==> src/rtl/axis_pkg.sv <==
// Shared types and helpers for the AXI-Stream digest transmitter.
// Provides default widths, the FSM state type and the TKEEP mask builder.
package axis_pkg;
  localparam int DATA_W_DEF  = 16;
  localparam int STATE_W_DEF = 256;
  localparam int KEEP_MAX    = 64;

  typedef enum logic {IDLE, SEND} state_t;

  // rem == 0 means the final beat is full, so all kb low bits are set.
  function automatic logic [KEEP_MAX-1:0] keep_for_bytes(input int unsigned rem,
                                                         input int unsigned kb = DATA_W_DEF/8);
    logic [KEEP_MAX-1:0] m;
    m = '0;
    for (int unsigned i = 0; i < KEEP_MAX; i++)
      if ((rem == 0 && i < kb) || i < rem) m[i] = 1'b1;
    return m;
  endfunction
endpackage

==> src/rtl/axis_beat_counter.sv <==
// Beat counter for one packet: loaded with the beat count, stepped per handshake.
// Flags the current beat as final and predicts whether the next beat will be.
module axis_beat_counter #(
  parameter int CW = 5
) (
  input  logic          ACLK,
  input  logic          ARESET,
  input  logic          i_load,
  input  logic [CW-1:0] i_n,
  input  logic          i_inc,
  output logic          o_is_last,
  output logic          o_next_last
);
  logic [CW-1:0] r_cnt;
  logic [CW-1:0] r_n;

  always_ff @(posedge ACLK) begin
    if (ARESET) begin
      r_cnt <= '0;
      r_n   <= '0;
    end else if (i_load) begin
      r_cnt <= '0;
      r_n   <= i_n;
    end else if (i_inc) begin
      r_cnt <= r_cnt + 1'b1;
    end
  end

  // One extra bit so cnt+2 cannot wrap on the largest beat count.
  assign o_is_last   = ((CW+1)'(r_cnt) + (CW+1)'(1)) == (CW+1)'(r_n);
  assign o_next_last = ((CW+1)'(r_cnt) + (CW+1)'(2)) == (CW+1)'(r_n);
endmodule

==> src/rtl/axis_digest_transmitter.sv <==
// AXI-Stream master serialising a wide digest word into DATA_W beats, little-endian,
// with TUSER on the first beat, TLAST on the last and TKEEP trimming a partial last beat.
module axis_digest_transmitter
  import axis_pkg::*;
#(
  parameter int         DATA_W    = DATA_W_DEF,
  parameter int         STATE_W   = STATE_W_DEF,
  parameter logic [7:0] TID_VAL   = 8'h00,
  parameter logic       TDEST_VAL = 1'b0
) (
  input  logic                         ACLK,
  input  logic                         ARESET,
  input  logic                         load,
  input  logic [STATE_W-1:0]           in_state,
  input  logic [$clog2(STATE_W/8):0]   in_bytes,
  output logic                         busy,
  output logic                         done,
  output logic                         TVALID,
  input  logic                         TREADY,
  output logic [DATA_W-1:0]            TDATA,
  output logic [DATA_W/8-1:0]          TKEEP,
  output logic [DATA_W/8-1:0]          TSTRB,
  output logic [7:0]                   TID,
  output logic                         TDEST,
  output logic                         TUSER,
  output logic                         TLAST
);
  localparam int KB     = DATA_W/8;
  localparam int NB     = STATE_W/8;
  localparam int BW     = $clog2(NB) + 1;
  localparam int NBEATS = STATE_W/DATA_W;
  localparam int CW     = $clog2(NBEATS + 1);

  state_t               r_state;
  logic [STATE_W-1:0]   r_shift;
  logic [KB-1:0]        r_keep;
  logic [KB-1:0]        r_last_keep;
  logic                 r_valid, r_last, r_user, r_busy, r_done;

  logic [BW-1:0]        w_bytes;
  logic [CW-1:0]        w_nbeats;
  logic [KB-1:0]        w_last_keep;
  logic                 w_accept, w_hs, w_is_last, w_next_last;

  always_comb begin
    w_bytes     = (in_bytes > BW'(NB)) ? BW'(NB) : in_bytes;
    w_nbeats    = CW'((32'(w_bytes) + KB - 1) / KB);
    w_last_keep = KB'(keep_for_bytes(32'(w_bytes) % KB, KB));
  end

  assign w_accept = (r_state == IDLE) && load && (in_bytes != '0);
  assign w_hs     = (r_state == SEND) && r_valid && TREADY;

  axis_beat_counter #(.CW(CW)) u_cnt (
    .ACLK        (ACLK),
    .ARESET      (ARESET),
    .i_load      (w_accept),
    .i_n         (w_nbeats),
    .i_inc       (w_hs),
    .o_is_last   (w_is_last),
    .o_next_last (w_next_last)
  );

  always_ff @(posedge ACLK) begin
    if (ARESET) begin
      r_state     <= IDLE;
      r_shift     <= '0;
      r_keep      <= '0;
      r_last_keep <= '0;
      r_valid     <= 1'b0;
      r_last      <= 1'b0;
      r_user      <= 1'b0;
      r_busy      <= 1'b0;
      r_done      <= 1'b0;
    end else begin
      r_done <= 1'b0;
      case (r_state)
        IDLE: begin
          if (w_accept) begin
            r_state     <= SEND;
            r_shift     <= in_state;
            r_last_keep <= w_last_keep;
            r_keep      <= (w_nbeats == CW'(1)) ? w_last_keep : '1;
            r_last      <= (w_nbeats == CW'(1));
            r_user      <= 1'b1;
            r_valid     <= 1'b1;
            r_busy      <= 1'b1;
          end
        end
        SEND: begin
          if (w_hs) begin
            if (w_is_last) begin
              r_state <= IDLE;
              r_valid <= 1'b0;
              r_busy  <= 1'b0;
              r_done  <= 1'b1;
              r_last  <= 1'b0;
              r_user  <= 1'b0;
            end else begin
              r_shift <= r_shift >> DATA_W;
              r_user  <= 1'b0;
              r_last  <= w_next_last;
              r_keep  <= w_next_last ? r_last_keep : '1;
            end
          end
        end
        default: r_state <= IDLE;
      endcase
    end
  end

  assign TVALID = r_valid;
  assign TDATA  = r_shift[DATA_W-1:0];
  assign TKEEP  = r_keep;
  assign TSTRB  = r_keep;
  assign TLAST  = r_last;
  assign TUSER  = r_user;
  assign TID    = TID_VAL;
  assign TDEST  = TDEST_VAL;
  assign busy   = r_busy;
  assign done   = r_done;
endmodule

==> config.mk <==
export PLATFORM = sky130hd
export DESIGN_NAME = axis_digest_transmitter
export DESIGN_NICKNAME = d
export VERILOG_FILES = /design/src/rtl/axis_pkg.sv /design/src/rtl/axis_beat_counter.sv /design/src/rtl/axis_digest_transmitter.sv
export SDC_FILE = /design/constraint.sdc
export NUM_CORES = 1
export LEC_CHECK = 0
export BUFFER_PORTS_ARGS = -buffer_cell sky130_fd_sc_hd__buf_2
export CAP_MARGIN = 5
export CORE_ASPECT_RATIO = 1.4
export CORE_MARGIN = 3
export CORE_UTILIZATION = 50
export DETAILED_ROUTE_END_ITERATION = 12
export HOLD_SLACK_MARGIN = 0.08
export PLACE_DENSITY_LB_ADDON = 0.3
export SLEW_MARGIN = 0
export SYNTH_ARGS = -nofsm -noshare
export SYNTH_HDL_FRONTEND = slang
export SYNTH_SLANG_ARGS = --single-unit
==> constraint.sdc <==
create_clock -name ACLK -period 3.76 [get_ports ACLK]
set_clock_uncertainty 0.2 [all_clocks]
set_input_delay 0.94 -clock ACLK [delete_from_list [all_inputs] [get_ports ACLK]]
set_output_delay 0.94 -clock ACLK [all_outputs]
set_load 0.01 [all_outputs]
### Word-level counts from Yosys, hierarchy flattened

Cells that the tools add are included.

* bits in registers: 275
* latch bits: 0
* bits in writable memories: 0
* ROM bits: 0
* input port bits: 266
* output and inout bits: 34
* memories: 0

* add/sub/neg operators: 5
* multipliers: 0
* divide/modulo/power cells: 0
* magnitude comparators: 3
* equal/unequal tests: 7
* shifts and indexed selects: 0
* muxes and demuxes: 28
* bitwise logic cells: 2
* reduce and logical (&&, ||, !) cells: 14

Operator list (count)
* 256-bit 2-to-1 mux: 3
* 256-bit one-hot mux with 2 select lines: 1
* 32-bit logical NOT: 1
* 1-bit 2-to-1 mux: 13
* 6-bit by 5-bit == test with 1-bit output: 2
* 2-bit 2-to-1 mux: 5
* 1-bit one-hot mux with 2 select lines: 4
* 5-bit by 1-bit adder with 6-bit output, second input constant: 1
* 5-bit by 2-bit adder with 6-bit output, second input constant: 1
* 6-bit by 2-bit adder with 6-bit output, second input constant: 1
* 6-bit > comparator, second input constant: 1
* 6-bit 2-to-1 mux: 1
* 2-bit by 1-bit != test with 1-bit output, second input constant: 3
* 3-bit AND reduction: 2
* 6-bit nonzero test: 1
* 6-bit by 1-bit subtractor with 6-bit output, second input constant: 1
* 5-bit by 1-bit adder with 5-bit output, second input constant: 1
* 5-bit by 1-bit == test with 1-bit output, second input constant: 1
* 1-bit logical AND: 4
* 2-bit one-hot mux with 2 select lines: 1
* 2-bit AND reduction: 2
* 3-bit OR reduction: 1
* 1-bit logical OR: 2
* 1-bit < comparator, first input constant: 2
* other kinds (3): 4

### Depth between registers and ports, before layout

Gate-level depths: netlist of the first run.

* word-level depth: 8
* depth in mapped cells: 8
* depth with buffers taken out: 7

### By module

Synthesis of the first run repeated with hierarchy kept, for this count alone.

* cell total of the unflattened synthesis: 1324
* area total of the unflattened synthesis: 12797.3 µm²

Modules (own cells, without submodules)
* axis_digest_transmitter: instances 1, cells an instance 1259, area each 12199.2 µm², seq. area each 5305.1 µm²
* axis_beat_counter: instances 1, cells an instance 65, area each 598.1 µm², seq. area each 200.2 µm²

### Least setup slack after synthesis of the first run

No wires, ideal clock.

* kind: input port to flip-flop
* from: in in_bytes[3]
* to: reg r_shift[10]
* data arrival time: 2.614 ns
* setup slack: 0.826 ns
* stages: 7
* path through: or3_4 -> o41ai_4 -> nand3_1 -> o21ai_2 -> buf_4 -> buf_6 -> mux2_2

* cells in the longest elaborated chain, start to end: 4

Ends and longest elaborated chain
* start, declared: line axis_digest_transmitter.sv:15 `input logic [$clog2(STATE_W/8):0] in_bytes,`
* 6-bit nonzero test: line axis_digest_transmitter.sv:51 `assign w_accept = (r_state == IDLE) && load && (in_bytes != '0);`
* 1-bit logical AND: line axis_digest_transmitter.sv:51
* 2-bit by 1-bit != test with 1-bit output (no line)
* 3-bit AND reduction (no line)
* end signal, assigned: line axis_digest_transmitter.sv:81 `r_shift <= in_state;`
* end signal, assigned: line axis_digest_transmitter.sv:100 `r_shift <= r_shift >> DATA_W;`
* end, declared: line axis_digest_transmitter.sv:35 `logic [STATE_W-1:0] r_shift;`

Every way passes these cells.
A chain may end at the register's enable or synchronous reset.

### Worst setup path in the final report of the first run

* from: in in_bytes[3]
* to: reg r_shift[139]

Same word-level chain as after synthesis.

==> key figures, run 1 <==
Status
  • Status: completed

Power and ir drop
  • Clk network pwr share: 38.5%
  • Comb pwr share: 17.7%
  • Sw Ratio: 25.6%
  • Peak supply drop: 390 uV
  • Total Power: 7.51 mW
  • Static leakage: 7.87 nW
  • Cell Pwr Density: 430 nW/um^2
  • Sw Pwr: 1.92 mW
  • Flop pwr share: 43.8%
  • Internal cell power: 5.58 mW

Hold path
  • Min-Delay Path Class: reg -> reg
  • Worst hold path depth: 2

Detailed routing
  • Total vias in the final route: 10904
  • Metal-1 WL: 15.0 mm
  • Metal2 WL: 16.6 mm
  • Drt total wl: 34.6 mm
  • DRT iter0 DRCs: 490
  • Metal3 WL: 1.96 mm
  • DR WL/cell: 16.0 um
  • Highest routed layer: met5
  • Number of remaining DRC errors: 0
  • Vias/cell: 5.06
  • Post-route ant nets: 0
  • Pre-Repair DR Iteration Count: 7

Global routing
  • First-pass GRT wire length: 55.0 mm
  • Vias in the first global route: 10780
  • Largest net degree at the start of global routing: 121
  • Initial antenna violation count: 13
  • GRT overflow: 0
  • GRT Util Overall: 20.6%

Place
  • Place WS: 0.330 ns
  • DP HPWL: 24.5 mm
  • Input/output buffers: 290
  • Post-placement cell count: 2095
  • Placed instance area: 16500 um^2
  • RePlAce Congestion: 0.817

Clock tree
  • Root buffer cell: clkbuf_16
  • H-tree depth: 1
  • Hold_buf cts: 0
  • Max clock buf depth: 3
  • Post-CTS sizing: 0
  • Post-CTS setup buffers: 0
  • Clk pin slew, worst setup/hold paths: 0.06 ns
  • Clock Sinks: 275
  • CTS buffer count: 29
  • Clock latency at the later pin of the worst-skew pair: 0.53 ns
  • CTS tree: built

Finish
  • NumNets Final: 2015
  • Area Growth Syn to Fin: 16.9%
  • Share of cells above drive strength 1: 28.9%
  • Utilization after layout: 59.5%
  • # fillers: 2562
  • Fin cells: 2155
  • Multi-input combinational cell area: 8630 um^2
  • Design area: 17500 um^2
  • Seq. cell area: 5510 um^2

STA
  • Fmax: 341 MHz
  • Worst slew margin: 32.5%
  • Hold Fails Final Rpt: 0
  • Final Cycle Share: 77.9%
  • Unrepaired setup endpoints after global routing: false
  • Max-slew violations: 0
  • Actual transition at the worst max-transition pin: 0.987 ns
  • Fin worst setup slack: 0.831 ns
  • Min Hold Slack: 0.260 ns
  • Setup_tns: 0 ns
  • Final setup vio count: 0
  • Min cycle time layout: 2.93 ns

Synth
  • Post-synthesis sequential area ratio: 36.8%
  • Post-Synth XOR/XNOR Area: 1.03%
  • Simple-Gate Fraction of Synth Area: 19.5%
  • Post-Syn Instances: 1535
  • Seq cells post-synth: 275
  • Synth Area in Compound Gates: 1.29%
  • Largest family of logic cells by synthesized area: multiplexers
  • Yosys cell types: 41
  • YS warnings: 0
  • Avg Synthesized Cell Area: 9.73 um^2
  • Synth Cell Area: 14900 um^2
  • Mux cell area share after synthesis: 35.4%
  • Synth Area in Adders: 0.251%

Critical path
  • CP endpoint kind: flop
  • Worst setup SP type: input port
  • Worst-path fanout max: 35
  • R2R depth: 8
  • Critical Path RT: 3.97 ns
  • Worst R2R Setup Slack: 0.99 ns
  • CP Class: in -> reg
  • Crit path DAT: 3.14 ns

Floorplan
  • Die Wd: 152 um
  • # IOs: 300
  • Die area: 32000 um^2
  • Starting Density: 50.9%
  • Die H: 211 um
  • Core area: 29400 um^2
  • Row count: 74

Run
  • Max-Cap Viols: 0
==> Yosys cell counts <==
cell type | count | area, um^2
inv_1 | 2 | 7.51
nand3_1 | 4 | 20.0
buf_4 | 31 | 233
or3_1 | 3 | 18.8
o21ai_2 | 1 | 8.76
nor4b_1 | 2 | 17.5
nand2b_1 | 21 | 131
o311ai_0 | 1 | 8.76
a2111oi_0 | 1 | 8.76
a311oi_1 | 1 | 8.76
nor2_1 | 252 | 946
or3b_2 | 15 | 131
and2_1 | 1 | 6.26
or3_4 | 1 | 11.3
nand4_1 | 1 | 6.26
o41ai_4 | 1 | 27.5
conb_1 | 1 | 3.75
xnor2_1 | 9 | 78.8
xor2_1 | 6 | 52.6
o41a_1 | 1 | 11.3
xnor3_1 | 1 | 22.5
mux2_2 | 125 | 1410
nor3_1 | 4 | 20.0
o211ai_1 | 1 | 7.51
and3_1 | 3 | 18.8
ha_1 | 3 | 37.5
clkbuf_1 | 85 | 319
a31oi_1 | 1 | 6.26
dfxtp_1 | 275 | 5510
buf_6 | 22 | 248
mux2i_1 | 257 | 2570
a221o_1 | 1 | 10.0
a211oi_1 | 3 | 22.5
o21ai_0 | 3 | 15.0
a21oi_1 | 10 | 50.1
mux2_1 | 116 | 1310
buf_2 | 5 | 25.0
buf_1 | 4 | 15.0
nand2_1 | 15 | 56.3
a21o_1 | 1 | 7.51
nor2b_1 | 245 | 1530
==> sequential cells by signal (all words and copies together) (netlist names) <==
register and count:
r_state 1, TUSER 1, busy 1, done 1, u_cnt.r_cnt 5, u_cnt.r_n 5, TLAST 1, r_last_keep 2
TKEEP 2, r_shift 256
==> worst max-delay path, stage by stage <==
cell	delay [ns]
buf_2	0.13
or3_4	0.41
o41ai_4	0.32
nand3_1	0.18
o21ai_4	0.24
buf_12	0.26
buf_4	0.27
mux2_2	0.37
==> power by group through the flow <==
stage | clock network [mW] | logic [mW] | registers [mW]
3_5_place_dp | 0 | 1.33 | 3.35
5_1_grt | 3.08 | 1.46 | 3.32
4_1_cts | 2.97 | 1.34 | 3.29
2_1_floorplan | 0 | 1.04 | 3.29
6_report | 2.89 | 1.33 | 3.29
3_3_place_gp | 0 | 1.31 | 3.34
==> final timing paths <==
check,start,endpoint
worst max-delay path,in_bytes[3],r_shift[139]
worst min-delay path,r_last_keep[0],r_last_keep[0]
worst max register to register,u_cnt.r_cnt[1],r_shift[139]
worst min register to register,r_last_keep[0],r_last_keep[0]
==> logic make-up after synthesis <==
| group | after synthesis |
|---|---|
| buf+inv | 149 |
| xor+xnor | 16 |
| mux | 498 |
| compound gates | 26 |
| other cells | 1 |
| fa+ha+maj | 3 |
| simple gates | 567 |
| flops | 275 |
==> final cells by class <==
| cell class | count | share of cell area [%] |
|---|---|---|
| Clock inverter | 10 | 0.630 |
| Antenna cell | 9 | 0.129 |
| Clock buffer | 41 | 4.93 |
| Timing Repair Buffer | 319 | 10.6 |
| Multi-Input combinational cell | 1119 | 49.4 |
| Tap cell | 380 | 2.72 |
| Sequential cell | 275 | 31.5 |
| Inverter | 2 | 0.0430 |
==> layer usage <==
| metal | GRT usage [%] | up-vias |
|---|---|---|
| met5 | 0 | - |
| li1 | - | 5543 |
| met4 | 6.58 | 8 |
| met3 | 4.31 | 60 |
| met2 | 35.0 | 252 |
| met1 | 26.3 | 5041 |
==> layout by cell type (no fill, tap or decap), drive strengths merged <==
| cell | synthesis | routed |
|---|---|---|
| or3 | 4 | 4 |
| o41a | 1 | 1 |
| dfxtp | 275 | 275 |
| nor2b | 245 | 245 |
| mux2 | 241 | 241 |
| nand2 | 15 | 15 |
| nand3 | 4 | 4 |
| xnor2 | 9 | 9 |
| a221o | 1 | 1 |
| nor4b | 2 | 2 |
| and2 | 1 | 1 |
| o211ai | 1 | 1 |
| xor2 | 6 | 6 |
| nand2b | 21 | 21 |
| a31oi | 1 | 1 |
| clkbuf | 85 | 41 |
| conb | 1 | 9 |
| a21o | 1 | 1 |
| ha | 3 | 3 |
| a21oi | 10 | 10 |
| buf | 62 | 319 |
| o21ai | 4 | 4 |
| a211oi | 3 | 3 |
| nor3 | 4 | 4 |
| nor2 | 252 | 252 |
| o41ai | 1 | 1 |
| and3 | 3 | 3 |
| inv | 2 | 3 |
| a311oi | 1 | 1 |
| clkinvlp | 0 | 1 |
| mux2i | 257 | 257 |
| bufinv | 0 | 2 |
| a2111oi | 1 | 1 |
| nand4 | 1 | 1 |
| clkinv | 0 | 6 |
| xnor3 | 1 | 1 |
| or3b | 15 | 15 |
| o311ai | 1 | 1 |
| diode | 0 | 9 |
Power figures use the tool's default switching activity.
==> run 2, diff against run 1 <==
- ABC_AREA: unset -> 1
- clock period: 3.76 -> 2.7 ns (I/O delays scaled with it)
==> key figures, run 2 <==
Global routing
  • Vias in the first global route: 12634
  • Met1 GRT Util: 32.9%
  • Largest net degree at the start of global routing: 141
  • Met3 usage: 3.09%
  • Grt met2 use: 42.2%
  • GR peak layer: met2
  • Initial antenna violation count: 2
  • GRT Util Overall: 25.0%
  • GRT overflow: 0
  • First-pass GRT wire length: 59.7 mm

Place
  • Place WS: 0.114 ns
  • Input/output buffers: 290
  • DP HPWL: 24.4 mm
  • RePlAce Congestion: 0.892

Synth
  • Post-Syn Instances: 2087
  • Yosys cell types: 32
  • EDFF count, synth: 0
  • Leading post-synthesis cells by instance count: nand2_1, nor2_1, dfxtp_1, o21ai_1, clkbuf_1
  • Synth area leader: dfxtp_1
  • Avg Synthesized Cell Area: 6.30 um^2
  • Top post-synthesis cells by area: dfxtp_1, nand2_1, nor2_1, o21ai_1, clkbuf_1
  • Post-synth top flop: dfxtp_1
  • Post-synth top area share: 41.9%
  • Post-synthesis sequential area ratio: 41.9%
  • Dominant cell by count in the synthesized netlist: nand2_1
  • Post-synthesis async set-or-reset flop share: 0%
  • Seq cells post-synth: 275
  • YS warnings: 0
  • Synth Cell Area: 13100 um^2

Clock tree
  • Root buffer cell: clkbuf_16
  • Post-CTS setup buffers: 0
  • CTS buffer count: 27
  • Clock latency at the later pin of the worst-skew pair: 0.53 ns
  • CTS tree: built
  • Clock Sinks: 275
  • Hold_buf cts: 0
  • Clk pin slew, worst setup/hold paths: 0.07 ns
  • H-tree depth: 1
  • Max clock buf depth: 3

Finish
  • Commonest non-fill, non-tap cell in the layout: nand2_1
  • Utilization after layout: 60.1%
  • Max reg flops: 256
  • Area Growth Syn to Fin: 17.2%
  • Commonest cells after routing, fill and taps aside: nand2_1, nor2_1, buf_2
  • Share of cells above drive strength 1: 16.1%
  • Seq. cell area: 5510 um^2
  • # fillers: 2457
  • NumNets Final: 2535
  • Multi-input combinational cell area: 6640 um^2
  • Biggest register: r_shift
  • Top flop regs: r_shift x256, u_cnt.r_cnt x5, u_cnt.r_n x5

Power and ir drop
  • Flop pwr share: 44.3%
  • Cell Pwr Density: 687 nW/um^2
  • Sw Pwr: 3.02 mW
  • Peak supply drop: 513 uV
  • Static leakage: 8.03 nW
  • Clk network pwr share: 38.3%
  • Comb pwr share: 17.4%
  • Sw Ratio: 28.5%
  • Total Power: 10.6 mW
  • Internal cell power: 7.58 mW

Detailed routing
  • Drt total wl: 37.0 mm
  • DRT iter0 DRCs: 973
  • Pre-Repair DR Iteration Count: 5
  • Vias/cell: 5.09
  • Number of remaining DRC errors: 0
  • Total vias in the final route: 13260
  • Post-route ant nets: 0
  • DR WL/cell: 14.2 um

STA
  • Hold Fails Final Rpt: 0
  • Unrepaired setup endpoints after global routing: false
  • Final setup vio count: 0
  • Fmax: 395 MHz
  • Actual transition at the worst max-transition pin: 0.630 ns
  • Setup_tns: 0 ns
  • Max-slew violations: 0
  • Worst slew margin: 58.0%
  • Fin worst setup slack: 0.169 ns
  • Min cycle time layout: 2.53 ns
  • Final Cycle Share: 93.8%

Floorplan
  • # IOs: 300
  • Starting Density: 51.3%
  • Row count: 69
  • Die H: 198 um
  • Core area: 25600 um^2
  • Die area: 28300 um^2
  • Die Wd: 143 um

Hold path
  • Min-Delay Path Class: in -> reg

Critical path
  • CP Class: reg -> reg
  • CP endpoint kind: flop
  • Worst-path fanout max: 116
  • Critical Path RT: 2.92 ns
  • Crit path DAT: 2.75 ns
  • Worst setup SP type: flop

Status
  • Status: completed

Run
  • Max-Cap Viols: 0
run 2: worst max-delay path: stages, from the launching register on:
cell,delay (ns)
dfxtp_1,0.43
ha_1,0.23
inv_1,0.05
nand2_1,0.07
nand2_1,0.06
nand2_1,0.06
nand2_1,0.06
nor2_2,0.16
nand3_2,0.14
nand2_8,0.17
nand2_8,0.10
buf_12,0.20
o21ai_1,0.26
nor2_1,0.05
run 2: power by group through the flow:
stage / Combinational [mW] / Sequential (mW) / Clock (mW)
6_report: 1.85 / 4.69 / 4.05
5_1_grt: 2.11 / 4.73 / 4.27
4_1_cts: 1.85 / 4.68 / 4.12
3_5_place_dp: 1.83 / 4.77 / 0
3_3_place_gp: 1.81 / 4.76 / 0
2_1_floorplan: 1.36 / 4.71 / 0
run 2: per-layer routing:
metal	share of wire [%]	vias to the layer above
met2	47	460
met5	0	-
met1	43	5900
li1	-	6825
met3	6.5	75
met4	3.1	0
run 2: path summary, 6_finish.rpt:
check                 start              to  slack, ns  cells past startpoint
min reg2reg  r_last_keep[0]  r_last_keep[0]       0.26                      2
max          u_cnt.r_cnt[1]     r_shift[96]       0.17                     13
min                  ARESET  r_last_keep[0]       0.20                      2
max reg2reg  u_cnt.r_cnt[1]     r_shift[96]       0.17                     13
run 2: metrics by stage:
step | instances | area, um^2 | hold slack, ns
2_1_floorplan | 2095 | 13200 | 0.230
3_3_place_gp | 2556 | 14400 | 0.250
3_5_place_dp | 2556 | 14400 | 0.256
4_1_cts | 2605 | 15400 | 0.182
5_1_grt | 2607 | 15400 | 0.200
6_report | 2607 | 15400 | 0.199
run 2: logic make-up after synthesis:
| group | synth area share, % |
|---|---|
| AO/OA/AOI/OAI | 11.7 |
| buffers and inverters | 8.01 |
| other | 0.0285 |
| AND/OR/NAND/NOR | 37.9 |
| flip-flops | 41.9 |
| XOR/XNOR | 0.267 |
| adder cells (fa/ha/maj) | 0.286 |
run 2: layout make-up:
cell class | count | area share, %
multi-input combinational | 1621 | 43.1
sequential | 275 | 35.7
timing repair buffer | 311 | 11.5
clock buffer | 36 | 5.13
tap | 319 | 2.59
clock inverter | 13 | 1.07
inverter | 30 | 0.893
antenna | 2 | 0.0325
run 2: timing repair:
item / in CTS / in global routing
hold endpoints to repair: 0 / 0
gates resized for setup: 0 / 2
setup endpoints to repair: 0 / 121
